File: config.mk
export PLATFORM = sky130hd
export DESIGN_NAME = usb_crc_tx_arbiter_flat
export DESIGN_NICKNAME = d
export VERILOG_FILES = /design/src/rtl/usb_crc_tx_arbiter_pkg.sv /design/src/rtl/usb_crc_tx_arbiter_if.sv /design/src/rtl/usb_crc_tx_arbiter_rr_arbiter.sv /design/src/rtl/usb_crc_tx_arbiter.sv /design/src/flat_wrapper.sv
export SDC_FILE = /design/constraint.sdc
export NUM_CORES = 1
export LEC_CHECK = 0
export ABC_AREA = 1
export BUFFER_PORTS_ARGS = -buffer_cell sky130_fd_sc_hd__buf_2
export CAP_MARGIN = 20
export CORE_AREA = 8 8 154 156
export CTS_CLUSTER_SIZE = 30
export DETAILED_ROUTE_END_ITERATION = 12
export DIE_AREA = 0 0 162 164
export PLACE_DENSITY = 0.53
export SETUP_SLACK_MARGIN = 0.15
export SYNTH_ARGS = -nofsm -noshare
export SYNTH_HDL_FRONTEND = slang
export SYNTH_HIERARCHICAL = 1
export SYNTH_SLANG_ARGS = --single-unit
export TNS_END_PERCENT = 20
File: constraint.sdc
create_clock -name clock -period 1.8 [get_ports clock]
set_clock_uncertainty 0.1 [all_clocks]
set_input_delay 0.36 -clock clock [delete_from_list [all_inputs] [get_ports clock]]
set_output_delay 0.36 -clock clock [all_outputs]
set_load 0.01 [all_outputs]
File: src/rtl/usb_crc_tx_arbiter_pkg.sv
// usb_crc_arb_pkg: shared types and constants for the CRC16 TX arbiter
package usb_crc_arb_pkg;
  localparam int PKT_W = 100;
  localparam int LEN_W = 32;
  localparam int IW = 2;
  localparam logic [LEN_W-1:0] MIN_LEN = 9;
  localparam logic [LEN_W-1:0] MAX_LEN = 100;
  typedef enum logic [1:0] {IDLE, LOAD, WAIT_DONE, RELEASE} state_t;
endpackage

File: src/rtl/usb_crc_tx_arbiter_if.sv
// usb_crc_tx_arbiter_if: requester and encoder signals of the CRC16 TX arbiter
interface usb_crc_tx_arbiter_if import usb_crc_arb_pkg::*; #(parameter int NUM_REQ = 2);
  logic [NUM_REQ-1:0] req, gnt, done, err;
  logic [NUM_REQ-1:0][PKT_W-1:0] req_pkt;
  logic [NUM_REQ-1:0][LEN_W-1:0] req_len;
  logic enc_start, enc_done, enc_abort;
  logic [PKT_W-1:0] enc_pkt;
  logic [LEN_W-1:0] enc_len;
  modport master (
    output req, req_pkt, req_len, enc_done,
    input  gnt, done, err, enc_start, enc_pkt, enc_len, enc_abort
  );
  modport slave (
    input  req, req_pkt, req_len, enc_done,
    output gnt, done, err, enc_start, enc_pkt, enc_len, enc_abort
  );
endinterface

File: src/rtl/usb_crc_tx_arbiter_rr_arbiter.sv
// rr_arbiter: combinational round-robin pick of the lowest requester at or after ptr
module rr_arbiter import usb_crc_arb_pkg::*; #(parameter int NUM_REQ = 2) (
  input  logic [NUM_REQ-1:0] req,
  input  logic [IW-1:0]      ptr,
  output logic [NUM_REQ-1:0] win,
  output logic               valid
);
  always_comb begin
    win = '0;
    for (int i = NUM_REQ - 1; i >= 0; i--)
      for (int j = 0; j < NUM_REQ; j++)
        if (j == (int'(ptr) + i) % NUM_REQ && req[j]) begin
          win = '0;
          win[j] = 1'b1;
        end
  end
  assign valid = |req;
endmodule

File: src/rtl/usb_crc_tx_arbiter.sv
// usb_crc_tx_arbiter: round-robin sequencer for the shared CRC16 TX encoder.
// The completion watchdog is built only when USB_CRC_ARB_WATCHDOG_EN is defined.
module usb_crc_tx_arbiter import usb_crc_arb_pkg::*; #(
  parameter int NUM_REQ = 2,
  parameter int TIMEOUT_CYCLES = 512
) (
  input logic clock,
  input logic reset_n,
  usb_crc_tx_arbiter_if.slave bus
);
  state_t state, nxt;
  logic [NUM_REQ-1:0] win, gnt;
  logic any, len_ok, expire, err_flag;
  logic [IW-1:0] rr_ptr, rr_nxt;
  logic [PKT_W-1:0] pkt, sel_pkt;
  logic [LEN_W-1:0] len, sel_len;

  rr_arbiter #(.NUM_REQ(NUM_REQ)) u_rr (.req(bus.req), .ptr(rr_ptr), .win(win), .valid(any));

  assign len_ok = len >= MIN_LEN && len <= MAX_LEN;

  always_comb begin
    nxt = state;
    sel_pkt = '0;
    sel_len = '0;
    rr_nxt = '0;
    for (int i = 0; i < NUM_REQ; i++) begin
      if (win[i]) begin
        sel_pkt = bus.req_pkt[i];
        sel_len = bus.req_len[i];
      end
      if (gnt[i]) rr_nxt = (i == NUM_REQ - 1) ? '0 : IW'(i + 1);
    end
    case (state)
      IDLE:      nxt = any ? LOAD : IDLE;
      LOAD:      nxt = len_ok ? WAIT_DONE : RELEASE;
      WAIT_DONE: nxt = (bus.enc_done || expire) ? RELEASE : WAIT_DONE;
      default:   nxt = IDLE;
    endcase
  end

  always_ff @(posedge clock) begin
    if (!reset_n) begin
      state <= IDLE;
      gnt <= '0;
      rr_ptr <= '0;
      err_flag <= 1'b0;
      pkt <= '0;
      len <= '0;
    end else begin
      state <= nxt;
      if (state == IDLE && any) begin
        gnt <= win;
        pkt <= sel_pkt;
        len <= sel_len;
      end
      if ((state == LOAD && !len_ok) || expire) err_flag <= 1'b1;
      if (state == RELEASE) begin
        gnt <= '0;
        err_flag <= 1'b0;
        rr_ptr <= rr_nxt;
      end
    end
  end

`ifdef USB_CRC_ARB_WATCHDOG_EN
  logic [31:0] wd_cnt;
  always_ff @(posedge clock) wd_cnt <= (!reset_n || state != WAIT_DONE) ? '0 : wd_cnt + 32'd1;
  // a completion arriving on the expiry cycle wins over the abort
  assign expire = state == WAIT_DONE && !bus.enc_done && wd_cnt == 32'(TIMEOUT_CYCLES - 1);
`else
  assign expire = 1'b0;
`endif

  assign bus.gnt = gnt;
  assign bus.done = (state == RELEASE) ? gnt : '0;
  assign bus.err = (state == RELEASE && err_flag) ? gnt : '0;
  assign bus.enc_start = state == LOAD && len_ok;
  assign bus.enc_pkt = pkt;
  assign bus.enc_len = len;
  assign bus.enc_abort = expire;
endmodule

File: src/flat_wrapper.sv
// flat-port wrapper written by rule: the top's interface ports become plain ports
module usb_crc_tx_arbiter_flat import usb_crc_arb_pkg::*;
#(
  parameter int NUM_REQ = 2,
  parameter int TIMEOUT_CYCLES = 512
)
  (clock, reset_n, bus_req, bus_req_pkt, bus_req_len, bus_enc_done, bus_gnt, bus_done, bus_err, bus_enc_start, bus_enc_pkt, bus_enc_len, bus_enc_abort);
  usb_crc_tx_arbiter_if #(.NUM_REQ(NUM_REQ)) bus_i ();
  input logic clock;
  input logic reset_n;
  input wire logic [$bits(bus_i.req)-1:0] bus_req;
  input wire logic [$bits(bus_i.req_pkt)-1:0] bus_req_pkt;
  input wire logic [$bits(bus_i.req_len)-1:0] bus_req_len;
  input wire logic [$bits(bus_i.enc_done)-1:0] bus_enc_done;
  output wire logic [$bits(bus_i.gnt)-1:0] bus_gnt;
  output wire logic [$bits(bus_i.done)-1:0] bus_done;
  output wire logic [$bits(bus_i.err)-1:0] bus_err;
  output wire logic [$bits(bus_i.enc_start)-1:0] bus_enc_start;
  output wire logic [$bits(bus_i.enc_pkt)-1:0] bus_enc_pkt;
  output wire logic [$bits(bus_i.enc_len)-1:0] bus_enc_len;
  output wire logic [$bits(bus_i.enc_abort)-1:0] bus_enc_abort;
  assign bus_i.req = bus_req;
  assign bus_i.req_pkt = bus_req_pkt;
  assign bus_i.req_len = bus_req_len;
  assign bus_i.enc_done = bus_enc_done;
  assign bus_gnt = bus_i.gnt;
  assign bus_done = bus_i.done;
  assign bus_err = bus_i.err;
  assign bus_enc_start = bus_i.enc_start;
  assign bus_enc_pkt = bus_i.enc_pkt;
  assign bus_enc_len = bus_i.enc_len;
  assign bus_enc_abort = bus_i.enc_abort;
  usb_crc_tx_arbiter #(.NUM_REQ(NUM_REQ), .TIMEOUT_CYCLES(TIMEOUT_CYCLES)) u_core (.clock(clock), .reset_n(reset_n), .bus(bus_i));
endmodule
* Word-level counts from Yosys, hierarchy flattened
Cells that the tools add are included.
** Word-level totals
- Word-level logic and storage cells :: 46
- Input port bits :: 269
- Output and inout port bits :: 140
- Register bits :: 138
** Cells by class
- Reductions and logical operators :: 15
- Magnitude comparators :: 2
- Eq/ne operators :: 4
- Muxes and demuxes :: 16
- Bitwise gates (word level) :: 2
- Add/subtract/negate cells :: 1
** Operators with widths (number)
- 100-bit two-way mux :: 2
- 32-bit logical NOT :: 2
- 32-bit two-way mux :: 2
- 32-bit by 4-bit >= comparator with 1-bit output (second input constant) :: 1
- 32-bit by 7-bit less-or-equal comparator with 1-bit output (second input constant) :: 1
- 2-bit two-way mux :: 5
- 1-bit logical AND :: 9
- 1-bit two-way mux :: 6
- 2-bit case mux with 3 select lines :: 1
- 2-bit == test (second input constant) :: 2
- 2-bit OR reduction :: 2
- 2-bit by 1-bit == test with 1-bit output (second input constant) :: 1
- 2-bit == test (first input constant) :: 1
- 2-bit logical NOT :: 1
- 1-bit adder (second input constant) :: 1
- 1-bit bitwise AND (first input constant) :: 1
- 1-bit logical NOT :: 1
- 1-bit NOT :: 1

* Longest topological paths before layout
- Depth in word-level cells :: 10
- Depth in mapped cells :: 10
- Mapped depth without buffers :: 9

* Modules after synthesis
Netlist, hierarchy kept.
** Modules (own cells, without submodules)
- usb_crc_tx_arbiter :: seq. area each 2762.6 µm², cells each 804, times used 1, area each 5736.8 µm²
- rr_arbiter :: seq. area each 0.0 µm², cells each 6, times used 1, area each 26.3 µm²

* Worst setup path after synthesis
OpenSTA, ideal clock, no wires.
- Kind :: register to register
- Start :: register u_core.state[0]
- End :: register u_core.len[0], in the netlist u_core/bus.enc_len[0]
- Data required time :: 1626 ps
- Buffers on the path :: 2
- Slack :: 228 ps
- Data arrival time :: 1398 ps
- Stages on the path, launching flop included :: 8
- Setup time :: 74 ps
- Path through :: dfxtp_1 inv_1 ha_1 nand2_4 buf_4 clkbuf_1 nand2_1 a31oi_1
** On the way
- Longest elaborated chain between the ends :: 2
** RTL lines
- from (decl) :: line usb_crc_tx_arbiter.sv:11 : state_t state, nxt;
- from (signal assigned) :: line usb_crc_tx_arbiter.sv:51 : state <= nxt;
- 2-bit logical NOT :: line usb_crc_tx_arbiter.sv:52 : if (state == IDLE && any) begin
- 1-bit logical AND :: line usb_crc_tx_arbiter.sv:52
- to (signal assigned) :: line usb_crc_tx_arbiter.sv:55 : len <= sel_len;
- to (decl) :: line usb_crc_tx_arbiter.sv:16 : logic [LEN_W-1:0] len, sel_len;
No other way between the ends.
A chain may end at the register's enable or synchronous reset.

* Final worst setup path
- Start :: register u_core.len[9], in the netlist u_core/bus.enc_len[9]
- End :: output bus_enc_start
** On the way
- Longest elaborated chain between the ends :: 3
** RTL lines
- 32-bit by 4-bit >= comparator with 1-bit output or 32-bit by 7-bit less-or-equal comparator with 1-bit output (tied branches) :: line usb_crc_tx_arbiter.sv:20 : assign len_ok = len >= MIN_LEN && len <= MAX_LEN;
- 1-bit logical AND (*) :: line usb_crc_tx_arbiter.sv:20
- 1-bit logical AND (*) :: line usb_crc_tx_arbiter.sv:78 : assign bus.enc_start = state == LOAD && len_ok;
- to (decl) :: line flat_wrapper.sv:18 : output wire logic [$bits(bus_i.enc_start)-1:0] bus_enc_start;
Every way passes the cells marked *; elsewhere a longest branch is shown, timed or not.

==> key figures <==
Timing
  • Period minus WS final: ~2.0 ns
  • RSZ-0062 raised after global routing: yes
  • Final setup margin: -0.219 ns
  • Fmax: 0.495 GHz
  • Period Utilization, post-route: 1.12
  • Final hold vios: 0
  • Final setup fails: 1
  • Slew Limit Fails: 0

GRT
  • GRT Overall Usage: 0.186
  • Total congestion overflow: 0
  • Vias in the first global route: ~6,900
  • Global-route wire length before repair: just under 40,000 um
  • Antenna violations before repair: 2
  • Pin count of the biggest net entering global routing: between 60 and 70

Place
  • Post-DP HPWL: slightly below 20,000 um
  • Port-buffer cells: about 400
  • Dpl cells: ~1,500
  • Placer Congestion: a little over 0.8

Floorplan
  • Core ar.: around 21,000 um^2
  • FP Rows: 54
  • Vert. Die Dim: roughly 160 um
  • Die area: between 20,000 and 30,000 um^2
  • Io pins: roughly 410
  • Die Width: between 150 and 200 um
  • Initial core utilization: 0.270

Setup path
  • Crit path to: bus_enc_start
  • Reg-to-reg slack, setup: ~0.060 ns
  • Worst r2r dst: u_core/bus.enc_pkt[49]
  • Req. time, crit path: 1.34 ns
  • CP arrival: roughly 1.6 ns
  • Worst Setup SP: u_core/bus.enc_len[9]
  • Critical path type: reg -> out
  • Worst Setup Start Kind: flip-flop
  • R2r worst-path depth: 9
  • Worst reg2reg path startpoint: u_core/state[0]
  • Crit path max fanout: 3
  • Endpoint class of the critical path: output pin

Yosys
  • Primary FF master, synth: dfxtp_1
  • Cell taking the most area after synthesis: dfxtp_1
  • Yosys cell types: 23
  • Share of the synthesized area in the top cell type: 0.479
  • Async set-reset flop share out of synthesis: 0
  • Mean post-synth cell area: approximately 7.1 um^2
  • Net count after synthesis: around 1,100
  • Synthesized flop and latch total: ~140
  • Gate Count Post-Synth: 810
  • Number of synthesized flops with an enable pin: 0
  • Synth top area cells: dfxtp_1 (48%), nand2_1 (27%), a31oi_1 (14%)
  • Post-Syn Area: 5760 um^2
  • Syn. warnings: 6
  • Post-synthesis sequential area ratio: 0.479

Layout
  • Final nets: around 1,500
  • Share of cells above drive strength 1: 0.484
  • Finished Core Util: 0.482
  • Non-filler cells, final: 1,546
  • Area grow syn2layout: 78.7%

Worst hold path
  • Worst Hold Class: in -> reg

CTS
  • CTS Sinks: ~140
  • Htree depth: 4
  • Longest Clk Path Bufs: 2
  • CTS root buffer: clkbuf_16
  • Clock-pin transition on the worst setup and hold timing paths: approximately 0.060 ns
  • Total CTS buffers: 17
  • Worst-skew pair later-pin latency: 0.40 ns
  • CTS Hold Bufs: 0
  • CTS tree: done

Power and ir drop
  • Pwr Density: around 1300 nW/um^2
  • Leakage: roughly 4.8 nW
  • Worst vdd ir: about 0.56 mV

Route
  • Post-Route WL: about 28,000 um
  • DRT antenna net count: 0
  • Via/cell ratio: approximately 4.6
  • Via Count: 7,166
  • First-pass iteration count of the detailed router: 5
  • Avg WL per Cell: between 15 and 20 um
  • Iter 0 DRT Violations: between 400 and 500
  • # DRC: 0

Run status
  • Failing checks: setup timing
  • Outcome: finished, violations left

Job
  • Max Cap Violations: 0
## per-layer routing
| metal | track usage | routed length [um] |
|---|---|---|
| met5 | 0 | 0 |
| met4 | 0.0463 | 261 |
| met3 | 0.0554 | 1980 |
| met2 | 0.320 | 14100 |
| met1 | 0.223 | 11900 |
## repair_timing
action                                  CTS  global route
pin swaps                                10            98
buffers inserted                          6            10
endpoints found under the setup margin  103           115
gates cloned                              1            17
gates resized for setup                  33           143
## cells in the mapped netlist, types with 2 or more instances
library cell and n:
buf_4 6, a21oi_1 3, nand2_1 418, ha_1 5, inv_2 2, buf_2 23, o21ai_0 2, clkbuf_1 27
nor2_4 2, or2_2 2, dfxtp_1 138, a31oi_1 131, nor2_1 27, inv_1 15
## registers in the layout, summed over array words and instances, names as in the netlist
name                cells
u_core/err_flag         1
u_core/bus.enc_len     32
u_core/state            2
u_core/bus.gnt          2
u_core/rr_ptr           1
u_core/bus.enc_pkt    100
## cell families (layout without fill, tap and decap cells)
logic type / count (synthesis) / after routing / share of synthesized area
adder cells (fa/ha/maj): 5 / 5 / 0.0109
AO/OA/AOI/OAI: 139 / 139 / 0.151
other: 1 / 3 / 0.000651
AND/OR/NAND/NOR: 453 / 453 / 0.301
flip-flops: 138 / 138 / 0.479
buffers and inverters: 74 / 528 / 0.0571
## worst max-delay path, stage by stage (launching register included)
cell and delay [ns]:
dfxtp_2 0.33, nor2_1 0.09, nand2_1 0.08, nor2_2 0.15
nand2_1 0.06, nor2_1 0.08, nand2_1 0.10, nor2_1 0.10
buf_4 0.15
## metrics by stage
stage	hold WS, ns	cell area (um^2)	TNS, ns	power, mW	setup slack (ns)
3_5_place_dp	0.375	8360	0	7.83	0.00173
6_report	0.105	10300	-0.219	13.0	-0.219
4_1_cts	0.0850	9190	-0.278	11.9	-0.278
2_1_floorplan	0.351	5760	0	5.94	0.228
5_1_grt	0.0879	10300	-0.398	13.7	-0.327
3_3_place_gp	0.374	8360	0	7.82	0.0225
## cell usage in the layout, fill, tap and decap left out, types with 2 or more instances in the layout
cell,instances
ha_1,3
buf_2,403
a21oi_1,3
inv_1,10
nor2_4,5
diode_2,2
a31oi_4,9
buf_8,9
a31oi_2,2
buf_12,15
dfxtp_1,123
nand2_4,22
nor2_2,8
clkinv_4,4
inv_2,4
ha_4,2
a31oi_1,120
bufinv_16,5
nand2_1,368
buf_6,13
inv_4,2
buf_16,6
nand2_2,29
nor2_1,16
clkbuf_16,34
buf_4,18
dfxtp_2,15
clkinv_2,3
## final cells by class
| type | instances | area (um^2) |
|---|---|---|
| repair buffers | 481 | 3320 |
| diodes | 2 | 5.00 |
| well taps | 280 | 350 |
| multi-input cells | 598 | 3140 |
| fillers | 2155 | 11100 |
| flip-flops and latches | 138 | 2780 |
| clock inverters | 12 | 200 |
| inverters | 17 | 72.6 |
| clock buffers | 18 | 429 |
## worst min path at each step
stage | endpoint | from | cells after the start | slack, ns
4_1_cts | u_core/bus.enc_pkt[10] | bus_req_pkt[10] | 3 | 0.08
5_1_grt | u_core/state[1] | reset_n | 3 | 0.09
6_report | u_core/bus.enc_pkt[10] | bus_req_pkt[10] | 3 | 0.10
3_3_place_gp | u_core/bus.enc_pkt[77] | u_core/bus.enc_pkt[77] | 2 | 0.37
3_5_place_dp | u_core/bus.enc_pkt[9] | u_core/bus.enc_pkt[9] | 2 | 0.37
2_1_floorplan | u_core/err_flag | u_core/err_flag | 2 | 0.35
## power breakdown
part           internal [mW]  total [mW]  switching, mW  leakage, nW
clock network           2.45        3.83           1.39        0.310
registers               3.63        3.98          0.349         1.13
logic                   2.42        5.19           2.77         3.34
Note: power is estimated with default switching activity, not from simulation.
